### src/rtl/adder_sum_accumulator_pkg.sv
`default_nettype none
// +--------------------------------------------------------------------------+
// | Module   : adder_sum_accumulator_pkg                                     |
// | Brief    : State encoding, default widths and clog2 helper shared by     |
// |            the block-sum accumulator and its interface.                  |
// | Revision : 1.0 - initial release                                         |
// +--------------------------------------------------------------------------+
package adder_sum_accumulator_pkg;

    localparam int unsigned DEF_DATA_W = 12;

    typedef enum logic [0:0] {
        ACCUM = 1'b0,
        HOLD  = 1'b1
    } acc_state_e;

    function automatic int unsigned clog2(input int unsigned value);
        int unsigned result;
        result = 0;
        for (int i = 0; i < 32; i++) begin
            if ((32'd1 << i) < value) begin
                result = i + 1;
            end
        end
        return result;
    endfunction

endpackage
`default_nettype wire

### src/rtl/adder_sum_accumulator_if.sv
`default_nettype none
// +--------------------------------------------------------------------------+
// | Module   : adder_sum_accumulator_if                                      |
// | Brief    : Sample-in / block-sum-out handshake bundle. out_avg exists    |
// |            only when ADDER_ACC_AVG_EN is defined.                        |
// | Revision : 1.0 - initial release                                         |
// +--------------------------------------------------------------------------+
interface adder_sum_accumulator_if #(
    parameter int DATA_W = 12,
    parameter int LOG2_N = 3,
    parameter int ACC_W  = DATA_W + LOG2_N
);
    logic              clear;
    logic [DATA_W-1:0] in_data;
    logic              in_valid;
    logic              in_ready;
    logic [ACC_W-1:0]  out_sum;
    logic              out_valid;
    logic              out_ready;
    logic [LOG2_N:0]   out_count;
`ifdef ADDER_ACC_AVG_EN
    logic [DATA_W-1:0] out_avg;

    modport master (
        output clear, in_data, in_valid, out_ready,
        input  in_ready, out_sum, out_valid, out_count, out_avg
    );
    modport slave (
        input  clear, in_data, in_valid, out_ready,
        output in_ready, out_sum, out_valid, out_count, out_avg
    );
`else
    modport master (
        output clear, in_data, in_valid, out_ready,
        input  in_ready, out_sum, out_valid, out_count
    );
    modport slave (
        input  clear, in_data, in_valid, out_ready,
        output in_ready, out_sum, out_valid, out_count
    );
`endif
endinterface
`default_nettype wire

### src/rtl/adder_sum_accumulator.sv
`default_nettype none
// +--------------------------------------------------------------------------+
// | Module   : adder_sum_accumulator                                         |
// | Brief    : Sums blocks of N adder results and hands each block total     |
// |            downstream. Optional macro ADDER_ACC_AVG_EN adds out_avg.     |
// | Revision : 1.0 - initial release                                         |
// +--------------------------------------------------------------------------+
module adder_sum_accumulator
    import adder_sum_accumulator_pkg::*;
#(
    parameter int DATA_W = DEF_DATA_W,
    parameter int N      = 8,
    parameter int LOG2_N = 3,
    parameter int ACC_W  = DATA_W + LOG2_N
) (
    input  wire logic                clk,
    input  wire logic                resetn,
    adder_sum_accumulator_if.slave   bus
);

    localparam logic [LOG2_N:0] c_last_idx = (LOG2_N + 1)'(N - 1);
    localparam logic [LOG2_N:0] c_one      = (LOG2_N + 1)'(1);

    generate
        if (LOG2_N != int'(clog2(N))) begin : g_param_check
            $error("LOG2_N does not match clog2(N)");
        end
    endgenerate

    acc_state_e        r_state;
    acc_state_e        w_state_next;
    logic [ACC_W-1:0]  r_acc;
    logic [ACC_W-1:0]  w_acc_next;
    logic [ACC_W-1:0]  w_sum_in;
    logic [LOG2_N:0]   r_count;
    logic [LOG2_N:0]   w_count_next;
    logic [ACC_W-1:0]  r_sum;
    logic [ACC_W-1:0]  w_sum_next;
    logic              r_valid;
    logic              w_valid_next;

    always_ff @(posedge clk) begin
        if (!resetn) begin
            r_state <= ACCUM;
            r_acc   <= '0;
            r_count <= '0;
            r_sum   <= '0;
            r_valid <= 1'b0;
        end else begin
            r_state <= w_state_next;
            r_acc   <= w_acc_next;
            r_count <= w_count_next;
            r_sum   <= w_sum_next;
            r_valid <= w_valid_next;
        end
    end

    // in_data only reaches state through the accepted-sample path below
    always_comb begin
        w_state_next = r_state;
        w_acc_next   = r_acc;
        w_count_next = r_count;
        w_sum_next   = r_sum;
        w_valid_next = r_valid;
        w_sum_in     = r_acc + ACC_W'(bus.in_data);
        case (r_state)
            ACCUM: begin
                if (bus.clear) begin
                    w_acc_next   = '0;
                    w_count_next = '0;
                end else if (bus.in_valid) begin
                    if (r_count == c_last_idx) begin
                        w_sum_next   = w_sum_in;
                        w_valid_next = 1'b1;
                        w_acc_next   = '0;
                        w_count_next = '0;
                        w_state_next = HOLD;
                    end else begin
                        w_acc_next   = w_sum_in;
                        w_count_next = r_count + c_one;
                    end
                end
            end
            HOLD: begin
                if (bus.out_ready) begin
                    w_valid_next = 1'b0;
                    w_state_next = ACCUM;
                end
            end
        endcase
    end

    assign bus.in_ready  = (r_state == ACCUM);
    assign bus.out_sum   = r_sum;
    assign bus.out_valid = r_valid;
    assign bus.out_count = r_count;

`ifdef ADDER_ACC_AVG_EN
    logic [DATA_W-1:0] r_avg;

    // Top DATA_W bits of the block sum are the truncating average
    always_ff @(posedge clk) begin
        if (!resetn) begin
            r_avg <= '0;
        end else begin
            r_avg <= w_sum_next[ACC_W-1 -: DATA_W];
        end
    end

    assign bus.out_avg = r_avg;
`endif

endmodule
`default_nettype wire

### src/flat_wrapper.sv
// flat-port wrapper written by rule: the top's interface ports become plain ports
module adder_sum_accumulator_flat import adder_sum_accumulator_pkg::*;
#(
    parameter int DATA_W = DEF_DATA_W,
    parameter int N      = 8,
    parameter int LOG2_N = 3,
    parameter int ACC_W  = DATA_W + LOG2_N
)
  (clk, resetn, bus_clear, bus_in_data, bus_in_valid, bus_out_ready, bus_in_ready, bus_out_sum, bus_out_valid, bus_out_count);
  adder_sum_accumulator_if #(.DATA_W(DATA_W), .LOG2_N(LOG2_N), .ACC_W(ACC_W)) bus_i ();
  input  wire logic clk;
  input  wire logic resetn;
  input wire logic [$bits(bus_i.clear)-1:0] bus_clear;
  input wire logic [$bits(bus_i.in_data)-1:0] bus_in_data;
  input wire logic [$bits(bus_i.in_valid)-1:0] bus_in_valid;
  input wire logic [$bits(bus_i.out_ready)-1:0] bus_out_ready;
  output wire logic [$bits(bus_i.in_ready)-1:0] bus_in_ready;
  output wire logic [$bits(bus_i.out_sum)-1:0] bus_out_sum;
  output wire logic [$bits(bus_i.out_valid)-1:0] bus_out_valid;
  output wire logic [$bits(bus_i.out_count)-1:0] bus_out_count;
  assign bus_i.clear = bus_clear;
  assign bus_i.in_data = bus_in_data;
  assign bus_i.in_valid = bus_in_valid;
  assign bus_i.out_ready = bus_out_ready;
  assign bus_in_ready = bus_i.in_ready;
  assign bus_out_sum = bus_i.out_sum;
  assign bus_out_valid = bus_i.out_valid;
  assign bus_out_count = bus_i.out_count;
  adder_sum_accumulator #(.DATA_W(DATA_W), .N(N), .LOG2_N(LOG2_N), .ACC_W(ACC_W)) u_core (.clk(clk), .resetn(resetn), .bus(bus_i));
endmodule
### config.mk
export PLATFORM = sky130hd
export DESIGN_NAME = adder_sum_accumulator_flat
export DESIGN_NICKNAME = d
export VERILOG_FILES = /design/src/rtl/adder_sum_accumulator_pkg.sv /design/src/rtl/adder_sum_accumulator_if.sv /design/src/rtl/adder_sum_accumulator.sv /design/src/flat_wrapper.sv
export SDC_FILE = /design/constraint.sdc
export NUM_CORES = 1
export LEC_CHECK = 0
export CORE_UTILIZATION = 47
export DETAILED_ROUTE_END_ITERATION = 6
export GPL_TIMING_DRIVEN = 0
export PLACE_DENSITY = 0.78
export SYNTH_ARGS = -nofsm -noshare
export SYNTH_HDL_FRONTEND = slang
export SYNTH_SLANG_ARGS = --single-unit
### constraint.sdc
create_clock -name clk -period 2.2 [get_ports clk]
set_input_delay 0.44 -clock clk [delete_from_list [all_inputs] [get_ports clk]]
set_output_delay 0.44 -clock clk [all_outputs]
set_load 0.01 [all_outputs]
# Yosys cells after proc, flatten, opt, wreduce, memory -nomap -nowiden
# Index checks and enable logic that the tools add are counted.
dict set report word_totals {
  in_bits 17
  register_bits 36
}
dict set report classes {
  addsub 2
  reduce_logical 4
  bitwise 2
  eq_ne 5
  mux 16
}
# operator n
set ops {}
lappend ops {{$mux 15} 3}
lappend ops {{$add 15x12->15} 1}
lappend ops {{$mux 4} 3}
lappend ops {{$mux 1} 8}
lappend ops {{$reduce_and 4->1} 2}
lappend ops {{$ne 2x2->1 const B} 3}
lappend ops {{$add 4x1->4 const B} 1}
lappend ops {{$eq 4x3->1 const B} 1}
lappend ops {{$pmux 1 s2} 2}
lappend ops {{$ne 2x1->1 const B} 1}
lappend ops {{$not 1->1} 2}
lappend ops {{$reduce_and 2->1} 1}
lappend ops {{$reduce_bool 2->1} 1}

# Longest topological paths before layout
dict set report logic_depth {
  ltp_word 5
  ltp_mapped 8
  mapped_depth_nobuf 8
}

# Least setup slack after synthesis
# OpenSTA, ideal clock, no wires.
dict set report synth_path {
  path_type {input -> register}
  startpoint {input port bus_in_data[0]}
  endpoint {register u_core.r_acc[14]}
  t_required_ns 2.126
  path_slack_ns 0.063
  t_arrival_ns 2.063
  path_stages 8
  path_cell_list {ha_1 -> fa_1 -> a21oi_1 -> o21ai_1 -> a211oi_2 -> o21ai_1 -> nand2b_1 -> a31oi_1}
}
dict set report synth_via {
  elab_chain_cells 4
}
# item line
set synth_lines {}
lappend synth_lines {{start, declared} flat_wrapper.sv:14} ;# input wire logic [$bits(bus_i.in_data)-1:0] bus_in_data;
lappend synth_lines {{$add 15x12->15} adder_sum_accumulator.sv:65} ;# w_sum_in = r_acc + ACC_W'(bus.in_data);
lappend synth_lines {{$mux 15} adder_sum_accumulator.sv:72} ;# if (r_count == c_last_idx) begin
lappend synth_lines {{$mux 15} adder_sum_accumulator.sv:71} ;# end else if (bus.in_valid) begin
lappend synth_lines {{$mux 15} adder_sum_accumulator.sv:68} ;# if (bus.clear) begin
lappend synth_lines {{end signal, assigned} adder_sum_accumulator.sv:51} ;# r_acc <= w_acc_next;
lappend synth_lines {{end, declared} adder_sum_accumulator.sv:32} ;# logic [ACC_W-1:0] r_acc;
# No other way between the ends. The select of a mux whose other input is x is not followed.
# A chain may end at the register's enable or synchronous reset.

# Worst setup path after layout
dict set report layout_path {
  startpoint {input port bus_in_data[2]}
  endpoint {register u_core.r_sum[8] (netlist: u_core.bus.out_sum[8])}
}
dict set report layout_via {
  elab_chain_cells 1
}
# item line
set layout_lines {}
lappend layout_lines {{$add 15x12->15} adder_sum_accumulator.sv:65}
lappend layout_lines {{end signal, assigned} adder_sum_accumulator.sv:53} ;# r_sum <= w_sum_next;
lappend layout_lines {{end, declared} adder_sum_accumulator.sv:37} ;# logic [ACC_W-1:0] r_sum;
# No other way between the ends.

==> flow_summary.json <==
{
  "clockBufferDepth": 2,
  "path_class": "in -> reg",
  "ys.flop_type": "dfxtp_1",
  "layout_commonest_cell": "dfxtp_1",
  "ys_seq_elements": 36,
  "place_congestion": 0.892,
  "worstRegToRegCells": 9,
  "path_clk_slew_ns": 0.07,
  "dp.cells": 319,
  "grt.total_usage_pct": 23.3,
  "top_signal_layer_used": "met4",
  "grt_pass1_wl_um": 7880,
  "hold_path_class": "reg -> reg",
  "cp-startpoint": "bus_in_data[2]",
  "final_nets": 310,
  "finalHoldViolCount": 0,
  "crit_buf_inv": 2,
  "power_leakage_nw": 0.988,
  "htree_levels": 2,
  "syn_area_per_cell_um2": 8.79,
  "critPathSlowestCell": "clkdlybuf4s50_1",
  "crit_family": "buffers and inverters",
  "ys_seq_area_share_pct": 35.2,
  "die_h_um": 68.0,
  "status": "finished clean",
  "tightest_slew_ns": 0.575,
  "powerDensity_nw_per_um2": 529,
  "start_kind": "input port",
  "hold_buffers": 0,
  "fin_util_pct": 65.9,
  "r2r_end": "u_core.bus.out_sum[8]$_SDFFE_PN0P_",
  "cts_sinks": 36,
  "clk_latency_ns": 0.29,
  "synth_area_um2": 2050,
  "skew_ns": 0.0100,
  "cpPeakStageDelay_ns": 0.47,
  "start_util_pct": 50.1,
  "drc": 0,
  "ir_worst_vdd_mv": 0.315,
  "area_growth_syn_to_layout_pct": 31.5,
  "synth_edf_count": 0,
  "fmax_ghz": 0.460,
  "drtPass1Iterations": 5,
  "final.min_clock_period_ns": 2.17,
  "drv_cap": 0,
  "io_pins": 38,
  "r2r_slack_ns": 0.13,
  "synth_cell_type_count": 47,
  "numCtsBuffers": 5,
  "path_depth": 9,
  "vias": 1844,
  "cts-root-buf": "clkbuf_8",
  "cts_tree": "yes",
  "ant_nets": 0,
  "diodes": 0,
  "routed_via_density": 5.59,
  "holdWs_ns": 0.452,
  "reg2reg_from": "u_core.r_acc[0]$_SDFFE_PN0P_",
  "endpoint_kind": "register",
  "critical_path.cell_chain": "clkdlybuf4s50_1 > ha_4 > a21oi_4 > buf_4 > o211a_1 > o31ai_1 > xor2_1 > nand3_1 > nand2_1",
  "drive_above_1_share_pct": 15.4,
  "fin_crit_sh_pct": 98.8,
  "fin_cells": 330,
  "crit_end": "u_core.bus.out_sum[8]$_SDFFE_PN0P_",
  "tns_ns": 0,
  "ys_warn_count": 0,
  "core-area_um2": 4090,
  "rows": 23,
  "syn_nets": 264,
  "wl_met3_um": 208,
  "relSlewSlack_pct": 61.7,
  "critPathRequiredTime_ns": 2.44,
  "hpwl_um": 3350,
  "async_flop_share_pct": 0,
  "arrival_ns": 2.41,
  "wl_met2_um": 2410,
  "rsz0062_at_grt": "yes",
  "worstPathMaxFanout": 5,
  "grt_pass1_vias": 1683,
  "wl_um": 4910,
  "final_max_slew_viol_count": 0,
  "die_area_um2": 4630,
  "setup_violations": 0,
  "grt_antenna_before_repair": 0,
  "wl_met1_um": 2240,
  "port_buffers": 36,
  "routedWlPerCell_um": 14.9,
  "grt_max_degree": 12,
  "final_cell_mix": "dfxtp_1, nand2_1, clkdlybuf4s50_1, a21oi_1, o21ai_0",
  "overflow": 0,
  "die_x_um": 68.0,
  "synthCells": 233,
  "drt-initial-drc-count": 138
}
-- kinds of logic (layout without fill, tap and decap cells) --
group                    count (synthesis)  in the layout  synth area share [%]
flip-flops                              36             36                  35.2
XOR/XNOR                                11             11                  4.70
buffers and inverters                   17             64                  3.73
adder cells (fa/ha/maj)                 14             14                  8.92
AO/OA/AOI/OAI                           73             73                  26.7
AND/OR/NAND/NOR                         81             81                  20.3
multiplexers                             1              1                 0.489
-- Yosys cell counts (all sizes together), types with 2 or more instances --
cell    number  area [µm²]
a211oi       2        25.0
a21boi       8        60.1
a21o         2        16.3
a21oi       16        83.8
a22o         5        43.8
a22oi        6        45.0
a31oi        2        27.5
and2         6        37.5
and3         3        20.0
buf          5        31.3
clkbuf       7        26.3
dfxtp       36         721
ha          13         163
inv          5        18.8
nand2       35         131
nand3        8        40.0
nand3b       2        15.0
nand4        3        18.8
nor2         6        22.5
nor2b       10        62.6
nor3         3        20.0
o211a        3        30.0
o211ai       3        27.5
o21a         2        15.0
o21ai       17        88.8
o221ai       2        17.5
o31ai        4        57.6
xnor2        8        70.1
xor2         3        26.3
-- metal layers --
layer	global-route usage [%]	vias up
li1	-	921
met1	29.1	874
met2	40.0	42
met3	6.00	7
met4	4.69	0
met5	0	-
-- tightest hold or removal path, delay by kind of cell (launching register included) --
kind	cells	cell delay [ns]
simple gates	2	0.10
flops	1	0.31
-- worst min-delay path by stage --
stage | start | endpoint | cells past startpoint
after floorplan | u_core.r_acc[11]$_SDFFE_PN0P_ | u_core.r_acc[11]$_SDFFE_PN0P_ | 2
after global placement | u_core.bus.out_sum[8]$_SDFFE_PN0P_ | u_core.bus.out_sum[8]$_SDFFE_PN0P_ | 2
after detailed placement | u_core.bus.out_sum[8]$_SDFFE_PN0P_ | u_core.bus.out_sum[8]$_SDFFE_PN0P_ | 2
after CTS | u_core.bus.out_sum[8]$_SDFFE_PN0P_ | u_core.bus.out_sum[8]$_SDFFE_PN0P_ | 2
after global routing | u_core.bus.out_sum[8]$_SDFFE_PN0P_ | u_core.bus.out_sum[8]$_SDFFE_PN0P_ | 2
final | u_core.bus.out_sum[8]$_SDFFE_PN0P_ | u_core.bus.out_sum[8]$_SDFFE_PN0P_ | 2
-- registers in the layout, summed over array words and instances, names as in the netlist --
name and count:
u_core.bus.out_sum 15, u_core.r_acc 15, u_core.bus.out_count 4, u_core.bus.out_valid 1, u_core.r_state 1
-- repair_timing --
| action | CTS | global route |
|---|---|---|
| buffers inserted | 3 | 0 |
| endpoints found under the hold margin | 0 | 0 |
| pin swaps | 5 | 4 |
| setup endpoints to repair | 11 | 13 |
| resized for setup | 10 | 13 |
-- stage by stage --
stage          power, W  cell area (µm²)  worst slack (ns)
2_1_floorplan  0.000842             2050            0.0631
3_3_place_gp   0.000908             2470            -0.629
3_5_place_dp   0.000909             2470            -0.620
4_1_cts         0.00141             2630            0.0285
5_1_grt         0.00148             2690           -0.0731
6_report        0.00142             2690            0.0255
-- where the power goes --
| group | internal, W | switching (W) | leakage, nW | total (W) |
|---|---|---|---|---|
| clock network | 0.000255 | 0.000244 | 0.0445 | 0.000499 |
| logic | 0.000121 | 0.000132 | 0.653 | 0.000252 |
| registers | 0.000663 | 0.00000966 | 0.291 | 0.000673 |
-- area by class of cell --
type	instances	area (µm²)
multi-input combinational	180	1360
clock inverter	1	7.51
tap	50	62.6
timing repair buffer	39	380
buffer	12	57.6
clock buffer	7	86.3
fill	348	1390
sequential	36	721
inverter	5	18.8
Power figures use the tool's default switching activity.
==> variant 1 (same settings) <==
One comparison of `r_count` changes from == to >=.
--- a/src/rtl/adder_sum_accumulator.sv
+++ b/src/rtl/adder_sum_accumulator.sv
@@ -69,7 +69,7 @@
                     w_acc_next   = '0;
                     w_count_next = '0;
                 end else if (bus.in_valid) begin
-                    if (r_count == c_last_idx) begin
+                    if (r_count >= c_last_idx) begin
                         w_sum_next   = w_sum_in;
                         w_valid_next = 1'b1;
                         w_acc_next   = '0;
Behaviour: same outputs for any inputs over 4 cycles, from zero or initial values and one cycle with resetn low; that may be too few to reach the edited logic, so the function may still have changed.
==> variant 1 against the unedited design <==
Sequential share of layout area up 0.16 points; sequential cell count unchanged; worst setup slack worse by 7.5 ps; design area down 0.42%; area after synthesis down 3.3%; wire length down 1.0%; power up 12%; register-to-register slack worse by 90 ps.
==> variant 1: results (changes against the unedited design) <==
detailed_routing:
  drtIter0Drc: 161  # +17%
  dr.pass1.iters: 4  # -1
  viasPerCell: 5.70  # +2.1%
  wire_per_inst_um: 15.0  # +1.1%
yosys:
  synth_common_cells: "dfxtp_1 (36), nand2_1 (34), o21ai_0 (14)"
  synthArstFlopShare: 0  # unchanged
  synth.distinct_cells: 44  # -6.4%
  syn-mean-instance-area_sq_um: 8.76  # -0.30%
  synth_nets: 257  # -2.7%
  synth.area.top_cells: "dfxtp_1 (36%), ha_1 (8.2%), nand2_1 (6.4%)"
  synth_seq_area_share: 0.364  # +0.0120
sta:
  worst_pin_slew_ps: 485  # -89.6 ps
  skew_ps: 4.61  # -5.41 ps
power_and_ir_drop:
  switchingPower_w: 0.000432  # +12%
  cellLeakagePower_nw: 1.01  # +2.2%
  ir_drop_v: 0.000358  # +14%
grt:
  grt_pass1_vias: 1732  # +2.9%
  antenna_found_initial: 0  # unchanged
  grt_util_all_layers: 0.239  # +0.00667
  met2_usage: 0.408  # +0.00832
  grt_pass1_wl_um: 7820  # -0.79%
  gr-usage-met3: 0.0599  # -0.0000685
  use_met1: 0.290  # -0.00105
cts:
  cts-htree-levels: 2  # unchanged
  clk_latency_ps: 290  # about the same
  max-clock-path-buffers: 2  # unchanged
  cts_inserted_buffers: 5  # unchanged
  clk_pin_slew_worst_paths_ps: 70  # about the same
worst_hold_path:
  hp-class: "flop to flop"
  hp-start: "u_core.bus.out_sum[8]$_SDFFE_PN0P_"
  holdPathEnd: "u_core.bus.out_sum[8]$_SDFFE_PN0P_"
setup_path:
  cp_data_arrival_time_ps: 2410  # about the same
  path_max_fanout: 5  # unchanged
  r2r_end: "u_core.bus.out_sum[14]$_SDFFE_PN0P_"
  r2r_slack_ps: 40  # -90 ps
  reg2reg_depth: 8  # -1
placement:
  dpl_cell_area_sq_um: 2420  # -2.2%
  globalplace.congestion: 0.852  # -4.5%
  hpwl_um: 3410  # +1.6%
  port_buffers: 37  # +2.8%
  dp_cells: 313  # -1.9%
status:
  status: "complete, no violations"
layout:
  stdcell_count: 323  # -2.1%
  nets: 303  # -2.3%
  drive_gt1_frac: 0.150  # -0.00339
  antennaDiodeCount: 0  # unchanged
  fillers: 359  # +3.2%
-- variant 1: routing by layer --
| layer | up-vias | wire length (um) |
|---|---|---|
| met3 | 8 | 192 |
| met1 | 875 | 2190 |
| met2 | 49 | 2410 |
| met5 | - | 0 |
| li1 | 910 | - |
| met4 | 0 | 61 |
-- variant 1: how the worst max path moves through the flow --
stage	from	endpoint	cells past startpoint
floorplan	bus_in_data[0]	u_core.bus.out_sum[14]$_SDFFE_PN0P_	8
global placement	bus_in_data[0]	u_core.bus.out_sum[14]$_SDFFE_PN0P_	9
detailed placement	bus_in_data[0]	u_core.bus.out_sum[14]$_SDFFE_PN0P_	9
CTS	u_core.r_acc[0]$_SDFFE_PN0P_	u_core.bus.out_sum[14]$_SDFFE_PN0P_	8
global route	u_core.r_acc[0]$_SDFFE_PN0P_	u_core.bus.out_sum[14]$_SDFFE_PN0P_	8
finish	bus_in_data[5]	u_core.bus.out_sum[14]$_SDFFE_PN0P_	8
-- variant 1: cells by family (layout without fill, tap and decap cells) --
group,count (synthesis),after routing,share of synthesized area
XOR/XNOR,11,11,0.0486
buffers and inverters,13,60,0.0316
flip-flops,36,36,0.364
AND/OR/NAND/NOR,86,86,0.223
AO/OA/AOI/OAI,64,64,0.231
multiplexers,2,2,0.0101
adder cells (fa/ha/maj),14,14,0.0922
-- variant 1: area by class of cell --
cell class	count	area [sq um]	share of cell area
Buffer	11	55.1	0.0205
Clock buffer	6	72.6	0.0271
Clock inverter	2	35.0	0.0131
Inverter	1	3.75	0.00140
Multi-Input combinational cell	177	1340	0.501
Sequential cell	36	722	0.269
Tap cell	50	62.6	0.0233
Timing Repair Buffer	40	388	0.145
-- variant 1: worst max-delay path: stages --
cell and delay, ps:
clkdlybuf4s50_1 460, ha_2 310, and3_1 190, a221oi_4 350, nor3_4 80, o2111a_2 310, xnor2_2 130, a21oi_1 130
-- variant 1: per-stage QoR --
step | setup TNS [ps] | setup slack (ps) | hold slack [ps]
final | 0 | 18.0 | 456
after global routing | -300 | -93.4 | 485
after detailed placement | -8140 | -588 | 450
after global placement | -7730 | -585 | 439
after floorplan | 0 | 0.743 | 429
after CTS | 0 | 12.6 | 461
-- variant 1: what timing repair did --
action,CTS,global route
endpoints found under the setup margin,11,17
gates resized for setup,17,15
gates cloned,0,0
pin swaps,12,11
buffers inserted,2,1
endpoints found under the hold margin,0,0
-- variant 1: power groups by stage --
stage	Clock [W]	Sequential [W]	Combinational, W
5_1_grt	0.000621	0.000690	0.000366
4_1_cts	0.000588	0.000687	0.000316
2_1_floorplan	0	0.000698	0.000202
3_5_place_dp	0	0.000700	0.000287
6_report	0.000577	0.000687	0.000336
3_3_place_gp	0	0.000699	0.000281
==> variant 2 (same settings) <==
Without the edit above. `N` is set to 8 in 2 places; all go to 6.
--- a/src/rtl/adder_sum_accumulator.sv
+++ b/src/rtl/adder_sum_accumulator.sv
@@ -9,7 +9,7 @@
     import adder_sum_accumulator_pkg::*;
 #(
     parameter int DATA_W = DEF_DATA_W,
-    parameter int N      = 8,
+    parameter int N      = 6,
     parameter int LOG2_N = 3,
     parameter int ACC_W  = DATA_W + LOG2_N
 ) (
--- a/src/flat_wrapper.sv
+++ b/src/flat_wrapper.sv
@@ -2,7 +2,7 @@
 module adder_sum_accumulator_flat import adder_sum_accumulator_pkg::*;
 #(
     parameter int DATA_W = DEF_DATA_W,
-    parameter int N      = 8,
+    parameter int N      = 6,
     parameter int LOG2_N = 3,
     parameter int ACC_W  = DATA_W + LOG2_N
 )
Function: changed (a bounded check fails within 10 cycles, from zero or initial values and one cycle with resetn low).
==> variant 2 against the unedited design <==
The run now ends with setup timing left; core utilization up 1.0 points; power up 11%; wire length up 28%; clock skew down 0.98 ps; design area up 12%; critical path depth down 1; largest cell class unchanged; die area up 11%; highest routed layer unchanged; area after synthesis up 11%; worst setup slack worse by 40 ps; sequential cell count unchanged; maximum frequency down 1.8%.
==> variant 2: results (changes against the unedited design) <==
power_and_ir_drop:
  ir_drop_v: 0.000394  # +25%
  seq_power_w: 0.000674  # about the same
  p_sw_frac: 0.277  # +0.00628
  p_comb_w: 0.000310  # +23%
  total_power_w: 0.00158  # +11%
  cellLeakagePower_nw: 1.19  # +20%
  cellPowerDensity_nw_per_um2: 523  # -1.0%
sta:
  setup_viol: 1  # +1
  skew_ps: 9.05  # -0.976 ps
  setup_slack_ps: -14.6  # -40.1 ps
  maxSlewHeadroom: 0.592  # -0.0254
  finalSetupTns_ps: -14.6  # -14.6 ps
  holdWs_ps: 457  # +5.20 ps
layout:
  antennaDiodeCount: 0  # unchanged
  layout.nonclk_buf_frac: 0.179  # +0.0159
  sh_seq_area: 0.239  # -0.0285
  stdcell_count: 381  # +15%
  clk_share: 0.0370  # +0.00211
  fillers: 369  # +6.0%
  multi_input_cells: 220  # +22%
  buffers: 59  # +16%
  nets: 360  # +16%
  multi_input_area_share: 0.516  # +0.0115
worst_hold_path:
  hp-start: "u_core.bus.out_sum[1]$_SDFFE_PN0P_"
  holdPathEnd: "u_core.bus.out_sum[1]$_SDFFE_PN0P_"
yosys:
  synthAdderAreaFrac: 0.0855  # -0.00366
  synth.area.top_cells: "dfxtp_1 (32%), ha_1 (7.7%), a21oi_1 (4.8%)"
  synth_compound_area_frac: 0.235  # -0.0318
  synth_xor_area_frac: 0.0230  # -0.0240
  synth.distinct_cells: 54  # +15%
  synth_nets: 312  # +18%
  synthMuxAreaShare: 0.0132  # +0.00827
  synth_common_cells: "dfxtp_1 (36), nand2_1 (28), nor2_1 (27)"
  synth_seq_area_share: 0.316  # -0.0361
placement:
  hpwl_um: 4100  # +22%
  dp_cells: 368  # +15%
  dpl_cell_area_sq_um: 2730  # +10%
  post-place-ws_ps: -599  # +21.2 ps
cts:
  cts.repair.resized: 7  # -3
grt:
  grt_pass1_wl_um: 9900  # +26%
  grt_util_all_layers: 0.244  # +0.0112
  grt_pass1_vias: 2163  # +29%
  grt_max_degree: 13  # +1
  use_met1: 0.327  # +0.0359
detailed_routing:
  viasPerCell: 6.15  # +10%
  route.met2.wl_um: 3030  # +26%
  dr.pass1.iters: 4  # -1
  wl_met3_um: 402  # +93%
  routed_wl_um: 6270  # +28%
status:
  status: "complete, but fails checks"
  violations: "setup timing"
setup_path:
  path_max_fanout: 7  # +2
  startpoint: "bus_in_data[0]"
  cp_data_arrival_time_ps: 2430  # +20 ps
  r2r_end: "u_core.r_acc[12]$_SDFFE_PN0P_"
floorplan:
  dieArea_sq_um: 5140  # +11%
==> variant 2: cell types whose count changed after synthesis, sizes merged, moves of 5 or more <==
| cell | delta |
|---|---|
| a211oi | +5 |
| a21boi | -6 |
| a21oi | +6 |
| a22o | -5 |
| buf | +8 |
| nand2 | -7 |
| nand3 | +13 |
| nor2 | +21 |
| nor2b | -9 |
| or4 | +7 |
==> variant 2: worst max-delay path by stage <==
stage,endpoint,slack (ps)
after floorplan,u_core.r_acc[14]$_SDFFE_PN0P_,3
after global placement,u_core.r_acc[14]$_SDFFE_PN0P_,-600
after detailed placement,u_core.r_acc[14]$_SDFFE_PN0P_,-600
after CTS,u_core.r_acc[12]$_SDFFE_PN0P_,0.7
after global routing,u_core.r_acc[12]$_SDFFE_PN0P_,-30
final,u_core.r_acc[12]$_SDFFE_PN0P_,-10
==> variant 2: worst register-to-register path: cells and delay by family (launching register included) <==
kind	cells	cell delay (ps)
compound gates	3	520
simple gates	2	720
fa+ha+maj	2	520
flops	1	340
